--- src/rtl/fht_ctrl_pkg.sv ---
// fht_ctrl_pkg
//   Shared types and helpers for the FHT address/control sequencer.
//   - e_seq_state     : sequencer phase encoding (also exported as a debug port)
//   - BUT_LAT_DEFAULT : default RAM-read + butterfly pipeline latency
//   - N_DEFAULT       : default transform length
//   - bitrev()        : reverse the low 'width' bits of an address
package fht_ctrl_pkg;

  typedef enum logic [2:0] {
    IDLE  = 3'd0,
    LOAD  = 3'd1,
    CALC  = 3'd2,
    DRAIN = 3'd3,
    DONE  = 3'd4
  } e_seq_state;

  localparam int unsigned BUT_LAT_DEFAULT = 4;
  localparam int unsigned N_DEFAULT       = 256;

  // Reverses bits [width-1:0] of addr; bits above width come back as 0.
  // Walking from the LSB and shifting the result left puts source bit i at
  // result position width-1-i.
  function automatic logic [31:0] bitrev(input logic [31:0] addr, input int width);
    logic [31:0] r;
    r = '0;
    for (int i = 0; i < 32; i++) begin
      if (i < width) begin
        r = (r << 1) | ((addr >> i) & 32'd1);
      end
    end
    return r;
  endfunction

endpackage

--- src/rtl/fht_wr_delay.sv ---
// fht_wr_delay
//   Fixed-latency shift register that turns the butterfly read strobe and
//   its address pair into the matching write-back strobe DEPTH cycles later.
//   The payload is opaque here; the sequencer packs {valid, addr_a, addr_b}.
// Ports:
//   clk_i   : clock, rising edge
//   rst_ni  : asynchronous active-low clear of every stage
//   din_i   : payload entering the line this cycle
//   dout_o  : payload that entered exactly DEPTH cycles ago (registered)
module fht_wr_delay #(
  parameter int unsigned DEPTH = 4,
  parameter int unsigned W     = 17
) (
  input  logic         clk_i,
  input  logic         rst_ni,
  input  logic [W-1:0] din_i,
  output logic [W-1:0] dout_o
);

  logic [W-1:0] pipe_q [DEPTH];

  always_ff @(posedge clk_i or negedge rst_ni) begin
    if (!rst_ni) begin
      for (int i = 0; i < int'(DEPTH); i++) begin
        pipe_q[i] <= '0;
      end
    end else begin
      pipe_q[0] <= din_i;
      for (int i = 1; i < int'(DEPTH); i++) begin
        pipe_q[i] <= pipe_q[i-1];
      end
    end
  end

  assign dout_o = pipe_q[DEPTH-1];

endmodule

--- src/rtl/fht_seq_ctrl.sv ---
// fht_seq_ctrl
//   Address/control sequencer for an in-place radix-2 FHT. Owns no data:
//   it loads N samples to bit-reversed addresses, then issues log2(N) stages
//   of N/2 butterfly read pairs (plus twiddle index), and replays each read
//   as a write-back BUT_LAT cycles later through fht_wr_delay.
// Ports:
//   iCLK, iRESET        : clock (rising edge), async active-low reset
//   iSTART              : start request, only looked at in IDLE
//   iLOAD_VALID         : sample present; accepted when oLOAD_RDY is also high
//   oLOAD_RDY/ADDR      : load window and bit-reversed write address
//   oRD_EN/ADDR_A/B     : butterfly read strobe and operand addresses
//   oTW_IDX, oSTAGE     : twiddle table index, current stage
//   oWR_EN/ADDR_A/B     : write-back strobe and addresses (delayed reads)
//   oBUSY, oDONE        : not-IDLE flag, one-cycle completion pulse
//   oDBG_STATE          : current sequencer state, for observation only
//
// Handshake: a load sample transfers on every rising edge where
// iLOAD_VALID && oLOAD_RDY; oLOAD_RDY does not depend on iLOAD_VALID, the
// address on oLOAD_ADDR belongs to the sample offered in that cycle, and a
// cycle with iLOAD_VALID low transfers nothing and leaves the address held.
module fht_seq_ctrl
  import fht_ctrl_pkg::*;
#(
  parameter  int unsigned N       = N_DEFAULT,
  parameter  int unsigned BUT_LAT = BUT_LAT_DEFAULT,
  localparam int unsigned A_W     = $clog2(N),
  localparam int unsigned S_W     = $clog2($clog2(N)) + 1
) (
  input  logic           iCLK,
  input  logic           iRESET,
  input  logic           iSTART,
  input  logic           iLOAD_VALID,
  output logic           oLOAD_RDY,
  output logic [A_W-1:0] oLOAD_ADDR,
  output logic           oRD_EN,
  output logic [A_W-1:0] oRD_ADDR_A,
  output logic [A_W-1:0] oRD_ADDR_B,
  output logic [A_W-2:0] oTW_IDX,
  output logic [S_W-1:0] oSTAGE,
  output logic           oWR_EN,
  output logic [A_W-1:0] oWR_ADDR_A,
  output logic [A_W-1:0] oWR_ADDR_B,
  output logic           oBUSY,
  output logic           oDONE,
  output e_seq_state     oDBG_STATE
);

  localparam int unsigned LOG2N = $clog2(N);
  localparam int unsigned D_W   = $clog2(BUT_LAT) + 1;
  localparam int unsigned PAY_W = 1 + 2 * A_W;

  localparam logic [A_W-1:0] LC_LAST    = A_W'(N - 1);
  localparam logic [A_W-2:0] J_LAST     = (A_W-1)'(N / 2 - 1);
  localparam logic [S_W-1:0] STAGE_LAST = S_W'(LOG2N - 1);
  localparam logic [D_W-1:0] DRAIN_LAST = D_W'(BUT_LAT - 1);

  // Butterfly address helpers. j is the butterfly index within a stage,
  // s the stage: half = 2^s, p = j mod half, g = j / half.
  function automatic logic [A_W-1:0] bf_mask(input logic [S_W-1:0] s);
    return (A_W'(1) << s) - A_W'(1);
  endfunction

  function automatic logic [A_W-1:0] bf_addr_a(input logic [A_W-2:0] j,
                                               input logic [S_W-1:0] s);
    logic [A_W-1:0] jw;
    jw = {1'b0, j};
    // g*2*half + p: shift the group bits up by one position, keep p in place
    return ((jw >> s) << (s + S_W'(1))) | (jw & bf_mask(s));
  endfunction

  function automatic logic [A_W-2:0] bf_tw(input logic [A_W-2:0] j,
                                           input logic [S_W-1:0] s);
    logic [A_W-1:0] p;
    p = {1'b0, j} & bf_mask(s);
    // p < 2^s, so p << (log2(N)-1-s) always fits in A_W-1 bits
    return (A_W-1)'(p << (S_W'(LOG2N - 1) - s));
  endfunction

  // State and counters
  e_seq_state     state_q;
  logic [A_W-1:0] lc_q;
  logic [A_W-2:0] j_q;
  logic [S_W-1:0] stage_q;
  logic [D_W-1:0] drain_q;

  // Registered outputs
  logic           load_rdy_q;
  logic [A_W-1:0] load_addr_q;
  logic           rd_en_q;
  logic [A_W-1:0] rd_addr_a_q;
  logic [A_W-1:0] rd_addr_b_q;
  logic [A_W-2:0] tw_idx_q;
  logic           busy_q;
  logic           done_q;

  // Next-value helpers
  logic [A_W-1:0] lc_d;
  logic [A_W-1:0] load_addr_d;
  logic [A_W-2:0] j_d;
  logic [S_W-1:0] stage_d;
  logic [A_W-2:0] bf_j_d;
  logic [S_W-1:0] bf_s_d;
  logic [A_W-1:0] bf_a_d;
  logic [A_W-1:0] bf_b_d;
  logic [A_W-2:0] bf_tw_d;

  always_comb begin
    lc_d        = lc_q + A_W'(1);
    load_addr_d = A_W'(bitrev(32'(lc_d), int'(A_W)));
    j_d         = j_q + (A_W-1)'(1);
    stage_d     = stage_q + S_W'(1);

    // The butterfly registered into the read outputs at the coming edge:
    // the next j while computing, the first j of the next stage when
    // leaving DRAIN, and (0, 0) when leaving LOAD.
    bf_j_d = '0;
    bf_s_d = '0;
    if (state_q == CALC) begin
      bf_j_d = j_d;
      bf_s_d = stage_q;
    end else if (state_q == DRAIN) begin
      bf_s_d = stage_d;
    end

    bf_a_d  = bf_addr_a(bf_j_d, bf_s_d);
    bf_b_d  = bf_a_d | (A_W'(1) << bf_s_d);
    bf_tw_d = bf_tw(bf_j_d, bf_s_d);
  end

  always_ff @(posedge iCLK or negedge iRESET) begin
    if (!iRESET) begin
      state_q     <= IDLE;
      lc_q        <= '0;
      j_q         <= '0;
      stage_q     <= '0;
      drain_q     <= '0;
      load_rdy_q  <= 1'b0;
      load_addr_q <= '0;
      rd_en_q     <= 1'b0;
      rd_addr_a_q <= '0;
      rd_addr_b_q <= '0;
      tw_idx_q    <= '0;
      busy_q      <= 1'b0;
      done_q      <= 1'b0;
    end else begin
      case (state_q)
        IDLE: begin
          if (iSTART) begin
            state_q     <= LOAD;
            lc_q        <= '0;
            load_rdy_q  <= 1'b1;
            load_addr_q <= '0;
            busy_q      <= 1'b1;
          end
        end

        LOAD: begin
          if (iLOAD_VALID) begin
            if (lc_q == LC_LAST) begin
              // Last sample: the first butterfly of stage 0 is issued
              // on the same edge that closes the load window.
              state_q     <= CALC;
              lc_q        <= '0;
              load_rdy_q  <= 1'b0;
              load_addr_q <= '0;
              j_q         <= '0;
              stage_q     <= '0;
              rd_en_q     <= 1'b1;
              rd_addr_a_q <= bf_a_d;
              rd_addr_b_q <= bf_b_d;
              tw_idx_q    <= bf_tw_d;
            end else begin
              lc_q        <= lc_d;
              load_addr_q <= load_addr_d;
            end
          end
        end

        CALC: begin
          // The read outputs currently show butterfly j_q.
          if (j_q == J_LAST) begin
            state_q     <= DRAIN;
            j_q         <= '0;
            drain_q     <= '0;
            rd_en_q     <= 1'b0;
            rd_addr_a_q <= '0;
            rd_addr_b_q <= '0;
            tw_idx_q    <= '0;
          end else begin
            j_q         <= j_d;
            rd_addr_a_q <= bf_a_d;
            rd_addr_b_q <= bf_b_d;
            tw_idx_q    <= bf_tw_d;
          end
        end

        DRAIN: begin
          // BUT_LAT read-idle cycles: the last write of this stage lands in
          // the final DRAIN cycle, so the next stage never reads stale data.
          if (drain_q == DRAIN_LAST) begin
            drain_q <= '0;
            if (stage_q == STAGE_LAST) begin
              state_q <= DONE;
              done_q  <= 1'b1;
            end else begin
              state_q     <= CALC;
              stage_q     <= stage_d;
              j_q         <= '0;
              rd_en_q     <= 1'b1;
              rd_addr_a_q <= bf_a_d;
              rd_addr_b_q <= bf_b_d;
              tw_idx_q    <= bf_tw_d;
            end
          end else begin
            drain_q <= drain_q + D_W'(1);
          end
        end

        DONE: begin
          state_q <= IDLE;
          stage_q <= '0;
          done_q  <= 1'b0;
          busy_q  <= 1'b0;
        end

        default: begin
          state_q <= IDLE;
        end
      endcase
    end
  end

  // Write-back: the read strobe and addresses replayed BUT_LAT cycles later,
  // regardless of state.
  logic [PAY_W-1:0] wr_payload;

  fht_wr_delay #(
    .DEPTH (BUT_LAT),
    .W     (PAY_W)
  ) u_wr_delay (
    .clk_i  (iCLK),
    .rst_ni (iRESET),
    .din_i  ({rd_en_q, rd_addr_a_q, rd_addr_b_q}),
    .dout_o (wr_payload)
  );

  assign {oWR_EN, oWR_ADDR_A, oWR_ADDR_B} = wr_payload;

  assign oLOAD_RDY  = load_rdy_q;
  assign oLOAD_ADDR = load_addr_q;
  assign oRD_EN     = rd_en_q;
  assign oRD_ADDR_A = rd_addr_a_q;
  assign oRD_ADDR_B = rd_addr_b_q;
  assign oTW_IDX    = tw_idx_q;
  assign oSTAGE     = stage_q;
  assign oBUSY      = busy_q;
  assign oDONE      = done_q;
  assign oDBG_STATE = state_q;

endmodule

--- config.mk ---
export PLATFORM = sky130hd
export DESIGN_NAME = fht_seq_ctrl
export DESIGN_NICKNAME = d
export VERILOG_FILES = /design/src/rtl/fht_ctrl_pkg.sv /design/src/rtl/fht_wr_delay.sv /design/src/rtl/fht_seq_ctrl.sv
export SDC_FILE = /design/constraint.sdc
export NUM_CORES = 1
export LEC_CHECK = 0
export CORE_MARGIN = 5
export CORE_UTILIZATION = 56
export CTS_CLUSTER_DIAMETER = 50
export DETAILED_ROUTE_END_ITERATION = 16
export HOLD_SLACK_MARGIN = 0.06
export PLACE_DENSITY = 0.9
export SLEW_MARGIN = 20
export SYNTH_ARGS = -nofsm -noshare
export SYNTH_HDL_FRONTEND = slang
export SYNTH_SLANG_ARGS = --single-unit
--- constraint.sdc ---
create_clock -name iCLK -period 9.6 [get_ports iCLK]
set_clock_uncertainty 0.15 [all_clocks]
set_input_delay 1.92 -clock iCLK [delete_from_list [all_inputs] [get_ports iCLK]]
set_output_delay 1.92 -clock iCLK [all_outputs]
set_load 0.05 [all_outputs]
## Word level (Yosys, flattened, before mapping)

Cells that the tools add are included.

| cells by class | value |
|---|---|
| shift operators | 4 |
| multiplexer cells | 63 |
| multipliers | 0 |
| order comparisons | 0 |
| div/mod/pow operators | 0 |
| reductions and logical operators | 16 |
| equality and inequality tests | 15 |
| add/sub/neg operators | 7 |
| bitwise operators | 10 |

Operators with widths:

| operator | count |
|---|---|
| 8-bit two-way mux | 15 |
| 7-bit two-way mux | 11 |
| 8-bit case mux with 3 select lines | 2 |
| 7-bit case mux with 3 select lines | 2 |
| 8-bit case mux with 2 select lines | 2 |
| 3-bit two-way mux | 8 |
| 4-bit two-way mux | 6 |
| 8-bit bitwise OR | 2 |
| 5-bit AND reduction | 3 |
| 3-bit case mux with 4 select lines | 1 |
| 4-bit case mux with 3 select lines | 1 |
| 1-bit two-way mux | 10 |
| 3-bit by 2-bit == test with 1-bit output (second input constant) | 3 |
| 4-bit by 1-bit adder with 4-bit output (second input constant) | 2 |
| 8-bit by 1-bit adder with 8-bit output (second input constant) | 1 |
| 7-bit by 8-bit AND with 8-bit output | 1 |
| 8-bit == test (second input constant) | 1 |
| 2-bit inequality test (second input constant) | 4 |
| 8-bit by 1-bit bitwise OR with 8-bit output | 1 |
| 2-bit nonzero test | 4 |
| 1-bit by 4-bit left shift with 8-bit output (first input constant) | 1 |
| 8-bit by 4-bit left shift with 7-bit output | 1 |
| 8-bit by 4-bit left shift with 8-bit output | 1 |
| 7-bit by 4-bit right shift with 8-bit output | 1 |
| 24 further kinds | 31 |

| word-level totals | value |
|---|---|
| word-level logic and storage cells | 132 |
| memory bits (read-only) | 0 |
| RAM bits | 0 |
| bits in latches | 0 |
| bits in registers | 128 |
| memories kept | 0 |
| input bits | 4 |

## Depth between registers and ports, before layout

Gate-level depths: netlist of run 1.

| depth | value |
|---|---|
| depth after elaboration | 11 |
| depth in mapped cells | 16 |
| depth with buffers taken out | 13 |

## By module

Synthesis of run 1 repeated with hierarchy kept, for this count alone.

| second synthesis, totals | value |
|---|---|
| cell total of the unflattened synthesis | 519 |
| area total of the unflattened synthesis | 5,514.0 µm² |

Modules (own cells, without submodules):

| module | area each (µm²) | cells each | seq. area each (µm²) | instances |
|---|---|---|---|---|
| fht_seq_ctrl | 3,684.8 | 434 | 1,301.2 | 1 |
| fht_wr_delay | 1,829.3 | 85 | 1,701.6 | 1 |

## Worst setup path before layout of run 1

OpenSTA, ideal clock, no wires.

| path | value |
|---|---|
| path type | flip-flop to flip-flop |
| start point | reg stage_q[1] (netlist: oSTAGE[1]) |
| end point | reg tw_idx_q[6] (netlist: oTW_IDX[6]) |
| arrival time | 3.548 ns |
| data required time | 9.346 ns |
| setup slack | 5.799 ns |
| cell stages (with the launch flop) | 15 |
| path through | dfrtp_1 > ha_1 > mux2_1 > nand2_1 > buf_1 > ha_1 > clkbuf_1 > nand2_1 > ha_1 > nand2b_1 > nand4_1 > a311o_1 > a22oi_1 > o211ai_1 > o311ai_1 |

| on the way | value |
|---|---|
| longest elaborated chain between the ends | 10 |
| elaborated cells on any way between the ends | 17 |
| those cells by class | 3 x add/sub; 2 x eq/ne; 2 x shift; 8 x mux; 1 x bitwise; 1 x reduce/logical |

Ends and longest elaborated chain:

| item | line | RTL |
|---|---|---|
| start, declared | fht_seq_ctrl.sv:83 | `logic [S_W-1:0] stage_q;` |
| start signal, assigned | fht_seq_ctrl.sv:207 | `stage_q <= stage_d;` |
| 4-bit by 1-bit adder with 4-bit output | fht_seq_ctrl.sv:111 | `stage_d = stage_q + S_W'(1);` |
| 4-bit two-way mux | fht_seq_ctrl.sv:121 | `end else if (state_q == DRAIN) begin` |
| 4-bit two-way mux | fht_seq_ctrl.sv:118 | `if (state_q == CALC) begin` |
| 1-bit by 4-bit left shift with 8-bit output | fht_seq_ctrl.sv:60 | `return (A_W'(1) << s) - A_W'(1);` |
| 8-bit by 2-bit subtractor with 8-bit output | fht_seq_ctrl.sv:60 |  |
| 7-bit by 8-bit AND with 8-bit output | fht_seq_ctrl.sv:74 | `p = {1'b0, j} & bf_mask(s);` |
| 8-bit by 4-bit left shift with 7-bit output | fht_seq_ctrl.sv:76 | `return (A_W-1)'(p << (S_W'(LOG2N - 1) - s));` |
| 7-bit two-way mux, on equally long branches | fht_seq_ctrl.sv:202, fht_seq_ctrl.sv:159 |  |
| 7-bit two-way mux, on equally long branches | fht_seq_ctrl.sv:200, fht_seq_ctrl.sv:158 |  |
| 7-bit case mux with 3 select lines | fht_seq_ctrl.sv:146 | `case (state_q)` |
| end signal, assigned | fht_seq_ctrl.sv:171 | `tw_idx_q <= bf_tw_d;` |
| end signal, assigned | fht_seq_ctrl.sv:193 | `tw_idx_q <= bf_tw_d;` |
| end signal, assigned | fht_seq_ctrl.sv:212 | `tw_idx_q <= bf_tw_d;` |
| end, declared | fht_seq_ctrl.sv:92 | `logic [A_W-2:0] tw_idx_q;` |

Parallel ways exist; a longest one is shown, timed or not. The select of a mux whose other input is x is not followed.
A chain may end at the register's enable or synchronous reset.

## Worst setup path after layout of run 1

| path | value |
|---|---|
| start point | reg state_q[0] (netlist: oDBG_STATE[0]) |
| end point | out oDBG_STATE[0] |

RTL lines:

| item | line | RTL |
|---|---|---|
| start, declared | fht_seq_ctrl.sv:80 | `e_seq_state state_q;` |
| start signal, assigned | fht_seq_ctrl.sv:132 | `state_q <= IDLE;` |
| start signal, assigned | fht_seq_ctrl.sv:149 | `state_q <= LOAD;` |
| start signal, assigned | fht_seq_ctrl.sv:162 | `state_q <= CALC;` |
| end, declared | fht_seq_ctrl.sv:45 | `output e_seq_state oDBG_STATE` |

No word-level cell between the ends.

==> flow_summary.json, run 1 <==
{
  "rsz0062_at_grt": "false",
  "fmax_ghz": 0.228,
  "nets": 580,
  "r2r-end": "oTW_IDX[4]",
  "drv_cap": 0,
  "grt_pass1_vias": 4493,
  "hold_start": "u_wr_delay.pipe_q[54]",
  "crit_path_start_kind": "flip-flop",
  "r2r_slack_ns": 5.30,
  "final-setup-viol-count": 0,
  "dr_total_vias": 4543,
  "firstDrtPassIters": 6,
  "start_util": 0.571,
  "ys_seq_elements": 120,
  "syn_area_per_cell_um2": 10.6,
  "reg2reg_depth": 12,
  "die_y_um": 110,
  "viasPerCell": 6.40,
  "critical-path-top-delay-family": "buffers and inverters",
  "post_cts_buffers": 0,
  "min-delay-path-class": "reg -> reg",
  "overflow": 0,
  "crit_chain": "clkdlybuf4s50_1",
  "io_pins": 63,
  "clock_latency_ns": 0.52,
  "drive_above_1_share": 0.0901,
  "syn_nets": 537,
  "num_antenna_cells": 0,
  "area_delta_synth_final_pct": 20.7,
  "fin_cells": 710,
  "portBuffers": 62,
  "critPathMaxStageDelay_ns": 0.94,
  "critPathCapture": "oDBG_STATE[0]",
  "startpoint": "oDBG_STATE[0]",
  "cts_tree": "done",
  "drv_slew": 0,
  "timing.rr.start": "oDBG_STATE[1]",
  "yosysTopAreaCell": "dfrtp_1",
  "final_antenna_net_count": 0,
  "htreeDepth": 4,
  "yosys_warnings": 0,
  "syn_inst": 523,
  "grt_pass1_wl_um": 24000,
  "cts_buffer_depth": 2,
  "grt_use_total": 0.267,
  "syn_area_um2": 5560,
  "totalNegativeSetupSlack_ns": 0,
  "dp_cells": 680,
  "synth_top_area_share": 0.540,
  "synth-main-ff-cell": "dfrtp_1",
  "async_flop_share": 1.00,
  "root_buffer": "clkbuf_8",
  "critPathArrivalTime_ns": 2.31,
  "hold_buffers": 0,
  "die_area_um2": 12000,
  "period_needed_ns": 4.38,
  "cts_resized": 0,
  "crit_cells": 1,
  "relSlewSlack": 0.252,
  "gp_congestion": 0.919,
  "initialDrtViolationCount": 573,
  "synth_area_leaders": "dfrtp_1 54%, nand2_1 4.0%, o21ai_0 2.7%",
  "path_class": "reg -> out",
  "synth.most_common_cell": "dfrtp_1",
  "worst_setup_path_end_kind": "primary output",
  "coreArea_um2": 9730,
  "num_rows": 36,
  "grt_max_degree": 88,
  "tightest_slew_ns": 1.12,
  "worst_path_max_delay_cell": "clkdlybuf4s50_1",
  "hpwl_um": 10100,
  "hold_viol_final": 0,
  "post-route-period-util": 0.456,
  "synth_cell_type_count": 79,
  "critical_path_required_ns": 7.53,
  "die_w_um": 110,
  "crit_fanout": 20,
  "crit_buf_inv": 1,
  "synth_common_cells": "120 x dfrtp_1, 59 x nand2_1, 35 x nor2_1",
  "synth-edff-count": 0,
  "route.detailed.drc": 0,
  "cts_made_buffers": 17,
  "wl_per_cell_um": 21.3,
  "antenna_found_initial": 0,
  "yosysSeqAreaShare": 0.540,
  "clk_pin_slew_ns": 0.06,
  "status": "finished, final reports clean",
  "clock_sinks": 120,
  "wl_um": 15100
}
-- cells by family after synthesis --
logic type,Yosys count,synth area share
and+or+nand+nor,171,0.155
muxes,10,0.0194
xor gates and xnor gates,6,0.0128
DFF,120,0.540
adders and majority gates,10,0.0225
buffers and inverters,55,0.0531
AOI/OAI and AO/OA,151,0.197
-- cell usage in the layout, fill, tap and decap left out, types with 4 or more instances in the layout --
cell / instances
o311a_1: 5
a31oi_1: 6
xor2_1: 4
a21o_1: 5
nor3_1: 15
inv_1: 13
a211o_1: 4
a21oi_1: 21
a22oi_1: 8
o21ai_0: 30
nand2b_1: 9
nand2_1: 59
nand3b_1: 4
mux2i_1: 6
clkbuf_8: 4
clkdlybuf4s50_1: 61
nor2_1: 35
o21a_1: 4
and4_1: 4
ha_1: 10
o211ai_1: 7
dfrtp_1: 120
nor4_1: 5
nand4_1: 4
and2_1: 4
a22o_1: 4
nand3_1: 10
clkbuf_16: 16
a32oi_1: 5
o21ai_1: 15
-- area by class of cell --
cell class                      instances  area (µm²)
Sequential cell                       120        3000
Clock buffer                           23         467
Fill cell                             719        3020
Clock inverter                          7         119
Inverter                               15        56.3
Multi-Input combinational cell        348        2260
Timing Repair Buffer                   64         637
Tap cell                              133         166
-- per-layer routing --
layer | GRT usage | part of all wire | wire [µm]
met3 | 0.0640 | 0.089 | 1350
met2 | 0.437 | 0.50 | 7610
met4 | 0.111 | 0.025 | 378
met5 | 0 | 0 | 0
met1 | 0.340 | 0.38 | 5790
-- per-stage QoR --
stage	hold slack [ns]	cell area (µm²)	utilization	setup slack (ns)
floorplan	0.181	5560	-	5.80
global placement	0.181	6120	0.629	5.02
detailed placement	0.185	6120	0.629	4.89
CTS	0.194	6700	0.689	5.20
global route	0.200	6710	0.689	5.07
finish	0.193	6710	0.689	5.22
-- sequential cells by signal, indices dropped and copies added, names as in the netlist, 3 cells and up --
register,count
oRD_ADDR_A,8
u_wr_delay.pipe_q,51
oTW_IDX,7
u_wr_delay.dout_o,17
oDBG_STATE,3
lc_q,7
drain_q,3
oSTAGE,4
j_q,7
oRD_ADDR_B,8
-- worst register-to-register path: stages (launching register included) --
cell	delay, ns
dfrtp_1	0.63
nor2b_1	0.57
nand2_1	0.57
inv_1	0.41
ha_1	0.25
ha_1	0.24
inv_1	0.16
nor4_1	0.33
a211o_1	0.17
o21ai_1	0.15
mux2i_1	0.27
o21ai_0	0.15
o21ai_1	0.17
-- worst min path at each step --
stage          slack (ns)                     to  depth (start not counted)
5_1_grt              0.20  u_wr_delay.pipe_q[50]                          0
3_5_place_dp         0.18   u_wr_delay.dout_o[4]                          0
2_1_floorplan        0.18   u_wr_delay.dout_o[0]                          0
3_3_place_gp         0.18  u_wr_delay.pipe_q[23]                          0
4_1_cts              0.19  u_wr_delay.pipe_q[37]                          0
6_report             0.19  u_wr_delay.pipe_q[37]                          0
Power of run 1 is not shown: default switching activity piles up to over one toggle a cycle in this logic, so the estimate is an artifact.
==> run 2: changes to the inputs <==
clock period = 4.3 ns   (was 9.6 ns; I/O delays follow)
==> flow_summary.json, run 2 (same netlist as run 1, synthesis figures left out) <==
{
  "rsz0062_at_grt": "false",
  "grt_pass1_wl_um": 24900,
  "crit_path_start_kind": "flip-flop",
  "largest_register_ffs": 51,
  "status": "finished, final reports clean",
  "fmax_ghz": 0.273,
  "cpMostUsedCell": "ha_1",
  "fin_area_um2": 6800,
  "nets": 593,
  "reg2reg_depth": 13,
  "clock_sinks": 120,
  "hold_buffers": 0,
  "gp_congestion": 0.934,
  "path_class": "reg -> reg",
  "fin_ws_ns": 0.642,
  "htreeDepth": 4,
  "dp_slack_ns": 0.735,
  "regMostFlops": "u_wr_delay.pipe_q",
  "coreArea_um2": 9730,
  "grt_max_degree": 67,
  "area_delta_synth_final_pct": 22.4,
  "clock_latency_ns": 0.52,
  "critical_path_required_ns": 4.57,
  "clk_pin_slew_ns": 0.07,
  "post_cts_buffers": 0,
  "hpwl_um": 10300,
  "cts_tree": "done",
  "final-setup-viol-count": 0,
  "whs_path_depth": 0,
  "post-route-period-util": 0.851,
  "r2r-end": "oTW_IDX[6]",
  "final_antenna_net_count": 0,
  "grtUsageMet1": 0.351,
  "num_antenna_cells": 0,
  "mostFrequentLayoutCell": "dfrtp_1",
  "tightest_slew_ns": 0.926,
  "regArea_um2": 3000,
  "hold_start": "u_wr_delay.pipe_q[64]",
  "period_needed_ns": 3.66,
  "num_rows": 36,
  "portBuffers": 62,
  "startpoint": "oSTAGE[0]",
  "hold_viol_final": 0,
  "min-delay-path-class": "reg -> reg",
  "timing.rr.start": "oSTAGE[0]",
  "viasPerCell": 6.30,
  "critPathMaxStageDelay_ns": 0.60,
  "crit_fanout": 15,
  "wl_per_cell_um": 21.2,
  "die_y_um": 110,
  "met3_usage": 0.0816,
  "r2r_slack_ns": 0.64,
  "relSlewSlack": 0.383,
  "busiest_layer": "met2",
  "root_buffer": "clkbuf_8",
  "critPathArrivalTime_ns": 3.93,
  "firstDrtPassIters": 7,
  "totalNegativeSetupSlack_ns": 0,
  "worst_setup_path_end_kind": "flip-flop",
  "wl_um": 15400,
  "layout_common_cells": "120 x dfrtp_1, 61 x clkdlybuf4s50_1, 59 x nand2_1, 35 x nor2_1, 30 x o21ai_0",
  "die_w_um": 110,
  "drv_cap": 0,
  "final_core_util": 0.699,
  "initialDrtViolationCount": 478,
  "route.detailed.drc": 0,
  "cts_resized": 0,
  "overflow": 0,
  "drv_slew": 0,
  "io_pins": 63,
  "antenna_found_initial": 0,
  "grt_use_total": 0.276,
  "worst_path_max_delay_cell": "dfrtp_1",
  "use_met2": 0.442,
  "dpl-instance-area_um2": 6230,
  "num-fill-cells": 677,
  "start_util": 0.571,
  "dr_total_vias": 4568,
  "drive_above_1_share": 0.118,
  "cts_made_buffers": 17,
  "die_area_um2": 12000,
  "grt_pass1_vias": 4665,
  "crit_chain": "ha_1 -> mux2_1 -> nand2_1 -> buf_4 -> ha_1 -> nand2_1 -> ha_1 -> nand2b_1 -> nand4_1 -> a311o_1 -> a22oi_1 -> o211ai_1 -> o311ai_1",
  "cts_buffer_depth": 2,
  "multiInputGateArea_um2": 2260,
  "worstHoldEndpoint": "u_wr_delay.pipe_q[47]"
}
==> run 2: worst max-delay path by stage <==
stage | depth (start not counted) | to | slack [ns]
after global routing | 13 | oTW_IDX[6] | 0.45
after floorplan | 14 | oTW_IDX[6] | 0.50
after CTS | 13 | oTW_IDX[6] | 0.73
after detailed placement | 8 | j_q[2] | 0.73
final | 13 | oTW_IDX[6] | 0.64
after global placement | 7 | oRD_ADDR_B[5] | 0.74
==> run 2: final cells by class <==
| type | instances | share of cell area |
|---|---|---|
| clock buffers | 17 | 0.0609 |
| clock inverters | 15 | 0.0230 |
| inverters | 15 | 0.00828 |
| multi-input cells | 348 | 0.332 |
| flip-flops and latches | 120 | 0.442 |
| well taps | 133 | 0.0245 |
| repair buffers | 77 | 0.109 |
==> run 2: critical path, delay by kind of cell, from the launching register on <==
family	cells	cell delay, ns
AND/OR/NAND/NOR	4	0.44
AO/OA/AOI/OAI	4	0.91
adder cells (fa/ha/maj)	3	0.93
buffers and inverters	1	0.23
multiplexers	1	0.30
flip-flops	1	0.60
==> run 2: routing by layer <==
layer,vias to the layer above,share of wire
met2,300,0.49
li1,2015,-
met4,0,0.028
met1,2205,0.39
met5,-,0
met3,48,0.092
==> run 2: metrics by stage <==
step	hold slack, ns	cells
2_1_floorplan	0.181	523
4_1_cts	0.196	725
3_5_place_dp	0.185	693
5_1_grt	0.200	725
6_report	0.195	725
3_3_place_gp	0.182	693
Power of run 2 is left out for the same reason.
==> run 3: changes to the inputs <==
DONT_BUFFER_PORTS = 1   (was default)
GPL_TIMING_DRIVEN = 1   (was default)
PLACE_DENSITY = 0.81   (was 0.9)
TNS_END_PERCENT = 100   (was default)
==> flow_summary.json, run 3 (same netlist as run 1, synthesis figures left out) <==
{
  "grt_pass1_wl_um": 24200,
  "portBuffers": 0,
  "overflow": 0,
  "min-delay-path-class": "in -> async",
  "largest_register_ffs": 51,
  "critical_path_required_ns": 4.51,
  "path_class": "reg -> reg",
  "post_cts_buffers": 0,
  "clock_latency_ns": 0.51,
  "topRoutingLayerUsed": "met4",
  "crit_path_start_kind": "flip-flop",
  "antenna_found_initial": 0,
  "grt_max_degree": 121,
  "r2r_slack_ns": 0.51,
  "regArea_um2": 3000,
  "cts_tree": "done",
  "initialDrtViolationCount": 512,
  "grt_pass1_vias": 4312,
  "io_pins": 63,
  "htreeDepth": 4,
  "root_buffer": "clkbuf_8",
  "dr_wl_met3_um": 1190,
  "nets": 533,
  "viasPerCell": 6.43,
  "regMostFlops": "u_wr_delay.pipe_q",
  "rsz0062_at_grt": "false",
  "layout_common_cells": "120 x dfrtp_1, 59 x nand2_1, 35 x nor2_1, 30 x o21ai_0, 21 x a21oi_1",
  "clock_sinks": 120,
  "wl_per_cell_um": 22.6,
  "multiInputGateArea_um2": 2260,
  "cts_buffer_depth": 2,
  "drv_slew": 0,
  "post-route-period-util": 0.881,
  "die_area_um2": 12000,
  "area_delta_synth_final_pct": 12.6,
  "relSlewSlack": 0.493,
  "met1Wirelength_um": 6210,
  "final-setup-viol-count": 0,
  "worst_setup_path_end_kind": "flip-flop",
  "grt_use_total": 0.269,
  "num-fill-cells": 746,
  "die_y_um": 110,
  "hpwl_um": 10400,
  "mostFrequentLayoutCell": "dfrtp_1",
  "cts_resized": 0,
  "crit_fanout": 9,
  "cts_made_buffers": 17,
  "clk_pin_slew_ns": 0.06,
  "hold_buffers": 1,
  "totalNegativeSetupSlack_ns": 0,
  "route.detailed.drc": 0,
  "coreArea_um2": 9730,
  "fin_hold_ws_ns": 0.124,
  "final_antenna_net_count": 0,
  "die_w_um": 110,
  "hold_viol_final": 0,
  "dp_cells": 632,
  "tightest_slew_ns": 0.756,
  "firstDrtPassIters": 5,
  "fmax_ghz": 0.264,
  "fin_cells": 664,
  "status": "finished, final reports clean",
  "num_antenna_cells": 0,
  "dr_wl_met2_um": 7260,
  "drv_cap": 0,
  "gp_congestion": 1.00,
  "start_util": 0.571,
  "critPathArrivalTime_ns": 4.00,
  "wl_um": 15000,
  "dr_total_vias": 4268,
  "period_needed_ns": 3.79,
  "final_core_util": 0.643,
  "drive_above_1_share": 0.130,
  "num_rows": 36
}
[run 3: changes by cell type in the layout (fill, tap and decap cells not counted)]
cell and change:
clkdlybuf4s50_1 -61, inv_6 -4, inv_8 -4, bufinv_16 +3, clkbuf_8 +3, a2111oi_0 +1
a2111oi_1 -1, buf_12 -1, buf_16 +1, buf_4 +1, clkbuf_1 +1
[run 3: per-stage QoR]
| step | area, µm² | setup WS, ns |
|---|---|---|
| global route | 6260 | 0.326 |
| floorplan | 5560 | 0.499 |
| finish | 6260 | 0.510 |
| global placement | 5600 | 0.586 |
| detailed placement | 5600 | 0.587 |
| CTS | 6260 | 0.558 |
[run 3: worst paths after layout]
kind,startpoint,endpoint,cells after the start
setup / recovery,oSTAGE[2],oTW_IDX[6],11
hold / removal,iRESET,oDBG_STATE[1],1
setup reg to reg,oSTAGE[2],oTW_IDX[6],11
hold reg to reg,u_wr_delay.pipe_q[44],u_wr_delay.pipe_q[27],0
max in group asynchronous,iRESET,u_wr_delay.pipe_q[44],1
min in group iCLK,u_wr_delay.pipe_q[44],u_wr_delay.pipe_q[27],0
[run 3: critical path, cell delays in order (launching register included)]
cell      delay (ns)
dfrtp_1         0.77
and4_1          0.39
mux2_2          0.46
nor2_1          0.34
nand2_1         0.10
ha_1            0.26
inv_1           0.10
a31oi_1         0.05
o211ai_1        0.42
o21ai_1         0.13
a21oi_1         0.30
o311ai_1        0.14
[run 3: routing by layer]
metal  vias up  global-route usage
li1       1896                   -
met1      2146               0.364
met2       194               0.422
met3        32              0.0740
met4         0              0.0908
met5         -                   0
[run 3: cell type report]
cell class / count / area share
Clock buffer: 21 / 0.0734
Clock inverter: 10 / 0.0266
Inverter: 15 / 0.00900
Multi-Input combinational cell: 348 / 0.361
Sequential cell: 120 / 0.480
Tap cell: 133 / 0.0266
Timing Repair Buffer: 17 / 0.0236
Power of run 3 is left out for the same reason.
